==> src/rtl/memory_access.sv <==
// Memory-access pipeline stage: forwards ALU results, performs aligned loads/stores
// over a simple request/completion bus, and reports misaligned accesses.
module memory_access #(
  parameter int XLEN = 64
) (
  input  logic            clk,
  input  logic            reset,
  input  logic            in_valid,
  input  logic [XLEN-1:0] in_pc,
  input  logic [XLEN-1:0] in_alu_out,
  input  logic [1:0]      in_memop,
  input  logic [1:0]      in_size,
  input  logic            in_unsigned,
  input  logic [XLEN-1:0] in_wdata,
  input  logic [4:0]      in_rd,
  input  logic            in_regwrite,
  output logic            in_ready,
  input  logic            flush,
  output logic            dreq_valid,
  output logic [XLEN-1:0] dreq_addr,
  output logic [1:0]      dreq_size,
  output logic [7:0]      dreq_strobe,
  output logic [XLEN-1:0] dreq_wdata,
  input  logic            dresp_ok,
  input  logic [XLEN-1:0] dresp_rdata,
  output logic            out_valid,
  output logic [XLEN-1:0] out_pc,
  output logic [XLEN-1:0] out_result,
  output logic [4:0]      out_rd,
  output logic            out_regwrite,
  output logic            out_misalign,
  output logic            state_dbg
);

  // Handshake: an instruction is taken on any cycle where in_valid && in_ready.
  // A bus request holds dreq_valid and all dreq_* fields stable until the cycle
  // dresp_ok is sampled high; dresp_ok outside a request is ignored.
  typedef enum logic {S_IDLE = 1'b0, S_WAIT = 1'b1} state_t;

  state_t          state, state_nx;
  logic [XLEN-1:0] l_pc;
  logic [4:0]      l_rd;
  logic            l_regwrite, l_unsigned, l_store, killed;
  logic            is_mem, misalign, take;
  logic [7:0]      size_mask;
  logic [XLEN-1:0] shifted, load_val;

  assign is_mem     = (in_memop == 2'd1) || (in_memop == 2'd2);
  assign take       = (state == S_IDLE) && in_valid && !flush;
  assign in_ready   = (state == S_IDLE);
  assign dreq_valid = (state == S_WAIT);
  assign state_dbg  = state;

  always_comb begin
    misalign  = 1'b0;
    size_mask = 8'h01;
    case (in_size)
      2'd0: begin misalign = 1'b0;               size_mask = 8'h01; end
      2'd1: begin misalign = in_alu_out[0];      size_mask = 8'h03; end
      2'd2: begin misalign = |in_alu_out[1:0];   size_mask = 8'h0F; end
      default: begin misalign = |in_alu_out[2:0]; size_mask = 8'hFF; end
    endcase
  end

  // Returned doubleword is aligned; bring the addressed bytes down to bit 0 first.
  always_comb begin
    shifted  = dresp_rdata >> {dreq_addr[2:0], 3'b000};
    load_val = shifted;
    case (dreq_size)
      2'd0: load_val = {{(XLEN-8){~l_unsigned & shifted[7]}}, shifted[7:0]};
      2'd1: load_val = {{(XLEN-16){~l_unsigned & shifted[15]}}, shifted[15:0]};
      2'd2: load_val = {{(XLEN-32){~l_unsigned & shifted[31]}}, shifted[31:0]};
      default: load_val = shifted;
    endcase
  end

  always_comb begin
    state_nx = state;
    case (state)
      S_IDLE: if (take && is_mem && !misalign) state_nx = S_WAIT;
      S_WAIT: if (dresp_ok) state_nx = S_IDLE;
      default: state_nx = S_IDLE;
    endcase
  end

  always_ff @(posedge clk or posedge reset) begin
    if (reset) begin
      state        <= S_IDLE;
      l_pc         <= '0;
      l_rd         <= '0;
      l_regwrite   <= 1'b0;
      l_unsigned   <= 1'b0;
      l_store      <= 1'b0;
      killed       <= 1'b0;
      dreq_addr    <= '0;
      dreq_size    <= '0;
      dreq_strobe  <= '0;
      dreq_wdata   <= '0;
      out_valid    <= 1'b0;
      out_pc       <= '0;
      out_result   <= '0;
      out_rd       <= '0;
      out_regwrite <= 1'b0;
      out_misalign <= 1'b0;
    end else begin
      state     <= state_nx;
      out_valid <= 1'b0;
      case (state)
        S_IDLE: begin
          if (take && (!is_mem || misalign)) begin
            out_valid    <= 1'b1;
            out_pc       <= in_pc;
            out_rd       <= in_rd;
            out_result   <= in_alu_out;
            out_regwrite <= is_mem ? 1'b0 : in_regwrite;
            out_misalign <= is_mem;
          end else if (take) begin
            l_pc        <= in_pc;
            l_rd        <= in_rd;
            l_regwrite  <= in_regwrite;
            l_unsigned  <= in_unsigned;
            l_store     <= (in_memop == 2'd2);
            killed      <= 1'b0;
            dreq_addr   <= in_alu_out;
            dreq_size   <= in_size;
            dreq_strobe <= (in_memop == 2'd2) ? (size_mask << in_alu_out[2:0]) : 8'h00;
            dreq_wdata  <= (in_memop == 2'd2) ? (in_wdata << {in_alu_out[2:0], 3'b000}) : '0;
          end
        end
        S_WAIT: begin
          if (flush) killed <= 1'b1;
          // A flushed request still completes on the bus but never retires.
          if (dresp_ok && !killed && !flush) begin
            out_valid    <= 1'b1;
            out_pc       <= l_pc;
            out_rd       <= l_rd;
            out_result   <= l_store ? dreq_addr : load_val;
            out_regwrite <= l_store ? 1'b0 : l_regwrite;
            out_misalign <= 1'b0;
          end
        end
        default: ;
      endcase
    end
  end

endmodule

==> config.mk <==
export PLATFORM = sky130hd
export DESIGN_NAME = memory_access
export DESIGN_NICKNAME = d
export VERILOG_FILES = /design/src/rtl/memory_access.sv
export SDC_FILE = /design/constraint.sdc
export NUM_CORES = 1
export LEC_CHECK = 0
export CORE_AREA = 2 2 212 214
export DETAILED_ROUTE_END_ITERATION = 12
export DIE_AREA = 0 0 214 216
export DONT_BUFFER_PORTS = 1
export PLACE_DENSITY = 0.63
export SYNTH_ARGS = -nofsm -noshare
export SYNTH_HDL_FRONTEND = slang
export SYNTH_SLANG_ARGS = --single-unit
==> constraint.sdc <==
create_clock -name clk -period 11 [get_ports clk]
set_input_delay 1.65 -clock clk [delete_from_list [all_inputs] [get_ports clk]]
set_output_delay 1.65 -clock clk [all_outputs]
set_load 0.02 [all_outputs]
======== After elaboration in Yosys (flattened, before gate mapping) ========
Index checks and enable logic that the tools add are counted.
W data, S select, Z words.
operators by class
  equality and inequality tests ........... 11
  shift operators ......................... 3
  multiplexer cells ....................... 33
  bitwise operators ....................... 6
  reduce and logical (&&, ||, !) cells .... 20
operators by type and width
  kind                  number
  $mux W64              6
  $pmux W64 S2          2
  $pmux W64 S3          1
  $shl A64 B6 Y64       1
  $shr A64 B6 Y64       1
  $pmux W8 S3           1
  $mux W1               13
  $mux W5               2
  $pmux W1 S2           5
  $pmux W5 S2           1
  $mux W8               1
  $shl A8 B3 Y8         1
  $logic_and A1 B1 Y1   7
  $eq A2 B1 Y1 const B  3
  $eq A2 B2 Y1 const B  3
  $ne A2 B1 Y1 const B  3
  $reduce_and A3 Y1     2
  $logic_not A1 Y1      4
  $logic_not A2 Y1      2
  $ne A2 B2 Y1 const B  2
  $and A1 B1 Y1         3
  $not A1 Y1            3
  $pmux W1 S3           1
  $reduce_or A3 Y1      1
  other kinds (3)       4
storage, ports and cells
  register bits after elaboration ......... 348
  input bits .............................. 272
  output and inout bits ................... 277
  word-level logic and storage cells ...... 90

======== Depth between registers and ports, before layout ========
Gate-level depths: netlist (run 1).
  depth after elaboration ................. 7
  mapped depth ............................ 10
  mapped depth without buffers ............ 7

======== Worst setup path after synthesis (run 1) ========
Ideal clock, no wire load.
  path kind ............................... input -> register
  from .................................... input port in_alu_out[1]
  to ...................................... register out_result[34]
  library setup time ...................... 0.135 ns
  arrival time ............................ 3.370 ns
  data required time ...................... 10.865 ns
  path slack .............................. 7.495 ns
  stages .................................. 10
  path buffers ............................ 4
  path through ............................ clkbuf_1 a21o_1 a211oi_2 o21a_2 buf_6 inv_2 buf_6 buf_6 nand3_1 o211ai_1
on the way
  cells in the longest elaborated chain, start to end .. 6
  elaborated cells between the ends (all ways) .. 7
  classes of those cells .................. eq/ne (1); mux (1); reduce/logical (5)
RTL lines
  element                                                      RTL line  source
  from (decl)                                                  10        input logic [XLEN-1:0] in_alu_out,
  $reduce_or A3 Y1 / $reduce_or A2 Y1 (equally long branches)  61, 60
  $pmux W1 S3 (*)                                              57        case (in_size)
  $logic_or A1 B1 Y1 (*)                                       110       if (take && (!is_mem || misalign)) begin
  $logic_and A1 B1 Y1 (*)                                      110
  $ne A2 B1 Y1 (no source line) (*)                            --
  $reduce_and A2 Y1 (no source line) (*)                       --
  to (signal assigned)                                         114       out_result <= in_alu_out;
  to (signal assigned)                                         137       out_result <= l_store ? dreq_addr : load_val;
  to (decl)                                                    28        output logic [XLEN-1:0] out_result,
Mark *: on every way between the ends. The rest lies on a longest branch, timed or not.
A chain may end at the register's enable or synchronous reset.

======== Final worst setup path (run 1) ========
  from .................................... input port in_memop[0]
  to ...................................... register out_pc[28]
on the way
  cells in the longest elaborated chain, start to end .. 7
  elaborated cells between the ends (all ways) .. 8
  classes of those cells .................. eq/ne (3); reduce/logical (5)
RTL lines
  element                                              RTL line  source
  from (decl)                                          11        input logic [1:0] in_memop,
  $eq A2 B1 Y1 / $eq A2 B2 Y1 (equally long branches)  48        assign is_mem = (in_memop == 2'd1) || (in_memop == 2'd2);
  $logic_or A1 B1 Y1 (*)                               48
  $logic_not A1 Y1 (*)                                 110
  $logic_or A1 B1 Y1 (*)                               110
  $logic_and A1 B1 Y1 (*)                              110
  $ne A2 B1 Y1 (no source line) (*)                    --
  $reduce_and A2 Y1 (no source line) (*)               --
  to (signal assigned)                                 112       out_pc <= in_pc;
  to (signal assigned)                                 135       out_pc <= l_pc;
  to (decl)                                            27        output logic [XLEN-1:0] out_pc,
Marks and branches as above.

==> results.md, run 1 <==
* Highest signal layer in the routed design: met5
* Clock-pin slew on the worst setup and hold paths at 0.06 ns
* Number of synthesized flops with an enable pin at 0
* Count of input and output buffers at 0
* Minimum clock period at roughly 4.7 ns
* Number of iterations in the first detailed-routing pass at 7
* Initial detailed-routing violation count at 1293
* Starting density of the core at 41.5%
* CTS Hold Buffers Added at 0
* Final-report hold violation count at 0
* CTS Buffer Depth at 3
* CP Capture Type: register
* Number of global-route vias before repair at 15350
* Core Box Area at 43800 µm²
* Wire length of the first global-routing pass at between 100000 and 150000 µm
* Final Cycle Share at 42.7%
* Post-Place Setup Slack at 5.79 ns
* Sum of overflow across all layers after global routing at 0
* Synthesized instance count at 2021
* Post-synthesis to final-layout area growth at 8.53%
* P per Cell Area at roughly 230 nW/µm²
* CTS Root Buffer Type: sky130_fd_sc_hd__clkbuf_16
* Post-synthesis sequential area ratio at 47.9%
* Routability Congestion at 0.933
* Met2 WL post-DR at between 30000 and 40000 µm
* Filler Cell Count at approximately 4300
* Worst-Skew Late Latency at 0.57 ns
* Kind of path behind the tightest hold check: register to register
* Run status: complete, no violations
* Most frequent standard cell in the layout excluding fill and tap cells: sky130_fd_sc_hd__nand2_1
* Final count of pins violating max slew at 0
* Maximum number of pins on one net before global-route repair at 187
* Detailed Route WL at 67300 µm
* Count of cell types in the netlist at 64
* Detailed Place HPWL at 47100 µm
* Boundary Pins at 549
* NumNets Final at about 2200
* Resize count post-CTS at 0
* Measured slew at the worst slew-check pin at approximately 1.3 ns
* TritonCTS clock tree: built
* Horizontal die dimension at around 210 µm
* Cell Rows at 77
* Global-route usage over all layers at between 20 and 30%
* Number of antenna violations at the first check in global routing at 5
* Residual antenna-violating net count after detailed routing at 0
* Number of clock sinks seen by CTS at 348
* Synthesized area divided by synthesized cell count at 9.00 µm²
* Max-cap viol count at 0
* Routed length per instance at 26.5 µm
* Worst-path maximum fanout at 141
* Routed length on met1 at 25000 µm
* Most frequent cells in the layout: sky130_fd_sc_hd__nand2_1 (595), sky130_fd_sc_hd__dfrtp_1 (345), sky130_fd_sc_hd__o21ai_0 (185), sky130_fd_sc_hd__mux2i_1 (146), sky130_fd_sc_hd__nor2_1 (85)
* Maximum resistive drop on vdd at approximately 150 µV
* Final number of setup-violating endpoints at 0
* Yosys warning count at 0
* Critical path startpoint category: primary input
* Area of the multi-input gates at just under 9000 µm²
* Total length of routed met3 wires at 7100 µm
* Number of H-tree levels at 2
* Unrepaired setup endpoints after global routing: no
* WP data required at about 11 ns
* Count of vias placed by the detailed router at 15226
* Achievable clock frequency at between 200 and 250 MHz
* Detailed-route vias per instance at 5.99
* Most used flip-flop cell after synthesis: sky130_fd_sc_hd__dfrtp_1
* Fraction of final layout cells with drive strength greater than 1 at 8.43%
* Die height at between 200 and 250 µm
* Cell area after technology mapping at 18200 µm²
* Crit path arrival time at 5.07 ns
* Worst slew margin relative to its limit at 14.5%
* Total of flip-flops plus latches after synthesis at roughly 350
* Number of buffers inserted by post-CTS setup repair at 0
* Leak at 0.00874 µW
* Async set or reset register ratio after synthesis at 100%
* Setup ws final at 6.30 ns
* Setup TNS Final at 0 ns
* Clock tree skew after final layout at 0.0135 ns
* Die area at between 40000 and 50000 µm²
* Critical path type: primary input to register
* Post-synthesis net count at 2294
* Post-route DRC violation count at 0
* Sequential cell area at 8720 µm²
* Clock buffer count from CTS at 40
==> synth_stat cells (8+ instances only) <==
cell | number | share of area, %
sky130_fd_sc_hd__nor2_1 | 85 | 1.8
sky130_fd_sc_hd__buf_1 | 12 | 0.25
sky130_fd_sc_hd__clkbuf_1 | 87 | 1.8
sky130_fd_sc_hd__buf_2 | 53 | 1.5
sky130_fd_sc_hd__a22o_1 | 28 | 1.3
sky130_fd_sc_hd__nor3_1 | 13 | 0.36
sky130_fd_sc_hd__mux2_2 | 42 | 2.6
sky130_fd_sc_hd__nor4b_1 | 15 | 0.72
sky130_fd_sc_hd__nand2b_1 | 9 | 0.31
sky130_fd_sc_hd__a211oi_1 | 33 | 1.4
sky130_fd_sc_hd__a22oi_1 | 8 | 0.33
sky130_fd_sc_hd__nand2_1 | 595 | 12
sky130_fd_sc_hd__inv_1 | 14 | 0.29
sky130_fd_sc_hd__o211ai_1 | 35 | 1.4
sky130_fd_sc_hd__a21oi_1 | 64 | 1.8
sky130_fd_sc_hd__o22ai_1 | 37 | 1.3
sky130_fd_sc_hd__o21ai_0 | 185 | 5.1
sky130_fd_sc_hd__o21ai_1 | 10 | 0.28
sky130_fd_sc_hd__buf_4 | 10 | 0.41
sky130_fd_sc_hd__nor4_1 | 26 | 0.89
sky130_fd_sc_hd__nor2b_1 | 24 | 0.83
sky130_fd_sc_hd__mux4_2 | 13 | 1.6
sky130_fd_sc_hd__mux2i_1 | 146 | 8.0
sky130_fd_sc_hd__dfrtp_1 | 348 | 48
sky130_fd_sc_hd__nand3_1 | 32 | 0.88
==> cells by family after synthesis <==
family,Yosys count,share of synthesized area [%]
simple gates,825,19.2
mux,201,12.2
flops,348,47.9
buf+inv,183,4.51
compound gates,463,16.0
fa+ha+maj,1,0.0688
==> power by group <==
part	leakage [µW]	total [µW]	switching (µW)	internal (µW)
clock	0.000662	1380	573	811
combinational	0.00367	1020	633	388
sequential	0.00441	2190	612	1570
total	0.00874	4590	1820	2770
==> stage by stage <==
stage	power (µW)	instances	utilization (%)	hold slack, ns	cell area, µm²
global placement	3200	2466	41.9	0.456	18400
floorplan	2830	2021	-	0.445	18200
CTS	4620	2538	45.0	0.476	19700
detailed placement	3230	2466	41.9	0.462	18400
global route	4820	2540	45.0	0.497	19700
finish	4590	2542	45.0	0.472	19700
==> critical path: stages <==
cell	delay, ns
sky130_fd_sc_hd__inv_1	0.07
sky130_fd_sc_hd__ha_1	0.44
sky130_fd_sc_hd__a211oi_2	0.62
sky130_fd_sc_hd__o21a_4	0.81
sky130_fd_sc_hd__buf_4	1.03
sky130_fd_sc_hd__o21ai_0	0.29
==> cell type report <==
class,count,share of cell area [%]
Antenna cell,4,0.0507
Clock inverter,14,0.938
Multi-Input combinational cell,1490,44.1
Clock buffer,58,5.88
Tap cell,592,3.75
Inverter,17,0.342
Sequential cell,348,44.2
Timing Repair Buffer,19,0.786
==> worst paths after layout <==
path,from,endpoint,slack [ns],cells past startpoint
min reg2reg,l_rd[0]$_DFFE_PP0P_,l_rd[0]$_DFFE_PP0P_,0.47,2
max in group asynchronous,reset,l_pc[33]$_DFFE_PP0P_,7.75,3
max reg2reg,dreq_valid$_DFF_PP0_,dreq_wdata[5]$_DFFE_PP0P_,6.96,6
min in group asynchronous,reset,l_store$_DFFE_PP0P_,1.11,1
min,l_rd[0]$_DFFE_PP0P_,l_rd[0]$_DFFE_PP0P_,0.47,2
max,in_memop[0],out_pc[28]$_DFFE_PP0P_,6.30,6
==> registers in the layout (all words and copies together) (netlist names) <==
register	count
dreq_addr	64
dreq_wdata	64
l_pc	64
out_pc	64
out_result	64
dreq_strobe	8
l_rd	5
out_rd	5
dreq_size	2
dreq_valid	1
killed	1
l_regwrite	1
l_store	1
l_unsigned	1
out_misalign	1
out_regwrite	1
out_valid	1
==> metal layers <==
| metal | track usage [%] | vias to the layer above |
|---|---|---|
| met3 | 11.3 | 160 |
| met5 | 0 | - |
| li1 | - | 6827 |
| met2 | 47.4 | 743 |
| met1 | 32.8 | 7492 |
| met4 | 11.9 | 4 |
No activity file was read; power rests on OpenSTA's default activity.
==> run 2: changes to the inputs <==
--- a/config.mk
+++ b/config.mk
@@ -9,7 +9,7 @@
 export DETAILED_ROUTE_END_ITERATION = 12
 export DIE_AREA = 0 0 214 216
 export DONT_BUFFER_PORTS = 1
-export PLACE_DENSITY = 0.63
+export PLACE_DENSITY = 0.61
 export SYNTH_ARGS = -nofsm -noshare
 export SYNTH_HDL_FRONTEND = slang
 export SYNTH_SLANG_ARGS = --single-unit
==> constraint.sdc (replaced) <==
create_clock -name clk -period 4.7 [get_ports clk]
set_input_delay 0.705 -clock clk [delete_from_list [all_inputs] [get_ports clk]]
set_output_delay 0.705 -clock clk [all_outputs]
set_load 0.02 [all_outputs]
==> run 2 against run 1 <==
  * Register-to-register slack got worse by 5.6 ns
  * Sequential cell count stayed put
  * Sequential share of layout area fell by 0.084 points
  * First-iteration DRC count up 1.0%
  * Critical path depth is 1 lower
  * Count of clock-buffer cells in the layout shrank 2
  * Utilization rose by 0.086 points
  * Global-route usage decreased by 0.38 points
  * Cell area rose by 0.19%
  * Worst hold slack got worse by 0.37 ns
  * Critical endpoint is now dreq_wdata[1]$_DFFE_PP0P_
  * Largest cell class unchanged
==> results.md, run 2 (same netlist as run 1, synthesis figures left out) <==
* Number of antenna violations at the first check in global routing at 3 (was 5)
* Post-Place Setup Slack at 1.30 ns (was 5.79 ns)
* CTS Buffer Depth at 3 (unchanged)
* Maximum number of pins on one net before global-route repair at 140 (was 187)
* Post-route DRC violation count at 0 (unchanged)
* Proportion of power drawn by flip-flops and latches at 48.5% (was 47.6%)
* Net Switching at 4220 µW (was 1820 µW)
* Cell Rows at 77 (unchanged)
* Final Cycle Share at a little under three quarters
* Share of power burned in the clock network at 29.0% (was 30.1%)
* P per Cell Area at 535 nW/µm² (was 233 nW/µm²)
* Number of iterations in the first detailed-routing pass at 6 (was 7)
* Maximum resistive drop on vdd at 313 µV (was 146 µV)
* Resize count post-CTS at 0 (unchanged)
* NumNets Final at 2200 (was 2189)
* Horizontal die dimension at 214 µm (unchanged)
* Sw Ratio at 39.9% (was 39.6%)
* Fraction of final layout cells with drive strength greater than 1 at 8.75% (was 8.43%)
* Post-placement cell area at 18500 µm² (was 18400 µm²)
* Area of the multi-input gates at 8700 µm² (unchanged)
* Setup slack of the most critical reg-to-reg path at 1.33 ns (was 6.96 ns)
* Routability Congestion at 0.929 (was 0.933)
* Wire length of the first global-routing pass at 99600 µm (was 101000 µm)
* Most frequent cells in the layout: sky130_fd_sc_hd__nand2_1 (595), sky130_fd_sc_hd__dfrtp_1 (345), sky130_fd_sc_hd__o21ai_0 (185), sky130_fd_sc_hd__mux2i_1 (146), sky130_fd_sc_hd__nor2_1 (85) (unchanged)
* Clock-pin slew on the worst setup and hold paths at 0.06 ns (about the same)
* Number of buffers inserted by post-CTS setup repair at 0 (unchanged)
* Die area at 46200 µm² (unchanged)
* Number of H-tree levels at 2 (unchanged)
* Sequential cell area at 8720 µm² (unchanged)
* Boundary Pins at 549 (unchanged)
* Final number of setup-violating endpoints at 0 (unchanged)
* Crit path arrival time at 3.87 ns (was 5.07 ns)
* Critical path type: register to register (was primary input to register)
* Internal cell power at 6360 µW (was 2770 µW)
* Post-synthesis to final-layout area growth at 8.74% (was 8.53%)
* Worst slew margin relative to its limit at 30.0% (was 14.5%)
* WP data required at 5.20 ns (was 11.38 ns)
* CTS Root Buffer Type: sky130_fd_sc_hd__clkbuf_16 (unchanged)
* Number of global-route vias before repair at 15171 (was 15350)
* Starting density of the core at 41.5% (unchanged)
* Measured slew at the worst slew-check pin at 1.02 ns (was 1.28 ns)
* Count of input and output buffers at 0 (unchanged)
* Setup TNS Final at 0 ns (unchanged)
* Number of clock sinks seen by CTS at 348 (unchanged)
* Sum of overflow across all layers after global routing at 0 (unchanged)
* Max-cap viol count at 0 (unchanged)
* Combinational cell fraction of total power at 22.6% (was 22.2%)
* Global-route usage over all layers at 28.1% (was 28.5%)
* Setup ws final at 1.33 ns (was 6.30 ns)
* Initial detailed-routing violation count at 1306 (was 1293)
* TritonCTS clock tree: built (unchanged)
* Worst flop-to-flop path startpoint: dreq_valid$_DFF_PP0_ (unchanged)
* Residual antenna-violating net count after detailed routing at 0 (unchanged)
* Fin area at 19800 µm² (was 19700 µm²)
* Clock buffer count from CTS at 41 (was 40)
* Filler Cell Count at 4286 (was 4263)
* Leak at 0.00877 µW (was 0.00874 µW)
* Unrepaired setup endpoints after global routing: no (unchanged)
* Final-report hold violation count at 0 (unchanged)
* Routed length per instance at 26.1 µm (was 26.5 µm)
* Min Hold Slack at 0.100 ns (was 0.472 ns)
* Run status: complete, no violations (unchanged)
* Worst-path maximum fanout at 44 (was 141)
* Detailed-route vias per instance at 5.99 (about the same)
* PnR Total Power at 10600 µW (was 4590 µW)
* Final count of pins violating max slew at 0 (unchanged)
* Crit Reg-Reg Endpoint: dreq_wdata[1]$_DFFE_PP0P_ (was dreq_wdata[5]$_DFFE_PP0P_)
* Cell count of the worst reg-to-reg path at 5 (was 6)
* Detailed Route WL at 66500 µm (was 67300 µm)
* CTS Hold Buffers Added at 0 (unchanged)
* Most frequent standard cell in the layout excluding fill and tap cells: sky130_fd_sc_hd__nand2_1 (unchanged)
* Critical path startpoint category: register (was primary input)
* Core Box Area at 43800 µm² (unchanged)
* CP Capture Type: register (unchanged)
* Count of vias placed by the detailed router at 15253 (was 15226)
* Worst-Skew Late Latency at 0.58 ns (was 0.57 ns)
* Achievable clock frequency at 297 MHz
* Kind of path behind the tightest hold check: primary input to asynchronous set/reset pin (was register to register)
* Detailed Place HPWL at 47400 µm (was 47100 µm)
* Clock tree skew after final layout at 0.0226 ns (was 0.0135 ns)
* Die height at 216 µm (unchanged)
* Minimum clock period at 3.37 ns
[run 2: changes by cell type in the layout (fill, tap and decap cells not counted), moves of 2 or more]
cell / previous run / this run
sky130_fd_sc_hd__clkbuf_8: 7 / 4
sky130_fd_sc_hd__buf_4: 18 / 25
sky130_fd_sc_hd__buf_12: 1 / 4
sky130_fd_sc_hd__bufinv_16: 3 / 1
sky130_fd_sc_hd__diode_2: 4 / 1
sky130_fd_sc_hd__clkinv_2: 6 / 8
[run 2: final cells by class]
cell class / count / share of cell area (%)
flip-flops and latches: 348 / 44.1
multi-input cells: 1490 / 44.0
clock buffers: 56 / 5.68
well taps: 592 / 3.75
repair buffers: 29 / 1.35
clock inverters: 14 / 0.785
inverters: 17 / 0.342
diodes: 1 / 0.0127
[run 2: worst max-delay path, cell delays in order (launching register included)]
cell and delay (ns):
sky130_fd_sc_hd__dfrtp_4 0.73, sky130_fd_sc_hd__or3b_4 0.59, sky130_fd_sc_hd__a2111oi_4 0.46, sky130_fd_sc_hd__nand3_1 0.58, sky130_fd_sc_hd__nor3_2 0.70, sky130_fd_sc_hd__a22o_1 0.22
[run 2: per-layer routing]
layer | part of all wire (%) | global-route usage, %
met1 | 37 | 31.8
met2 | 49 | 48.2
met3 | 11 | 11.2
met4 | 3.4 | 10.0
met5 | 0.044 | 0
[run 2: metrics by stage]
step	util, %	cells
after global placement	42.2	2476
after floorplan	-	2021
final	45.1	2547
after detailed placement	42.2	2476
after CTS	45.1	2546
after global routing	45.1	2547
[run 2: worst max-delay path by stage]
stage,startpoint,end,depth (start not counted)
final,dreq_valid$_DFF_PP0_,dreq_wdata[1]$_DFFE_PP0P_,5
after global routing,dreq_valid$_DFF_PP0_,dreq_wdata[3]$_DFFE_PP0P_,5
after CTS,dreq_valid$_DFF_PP0_,dreq_wdata[1]$_DFFE_PP0P_,5
after detailed placement,dreq_valid$_DFF_PP0_,dreq_wdata[2]$_DFFE_PP0P_,5
after global placement,dreq_valid$_DFF_PP0_,dreq_wdata[6]$_DFFE_PP0P_,5
after floorplan,reset,dreq_addr[0]$_DFFE_PP0P_,1
[run 2: power by group through the flow]
stage               Clock [µW]  Sequential [µW]  Combinational (µW)
floorplan                    0             4750                1870
global placement             0             5160                2340
detailed placement           0             5180                2390
CTS                       3140             5130                2390
global route              3260             5210                2640
finish                    3070             5130                2390
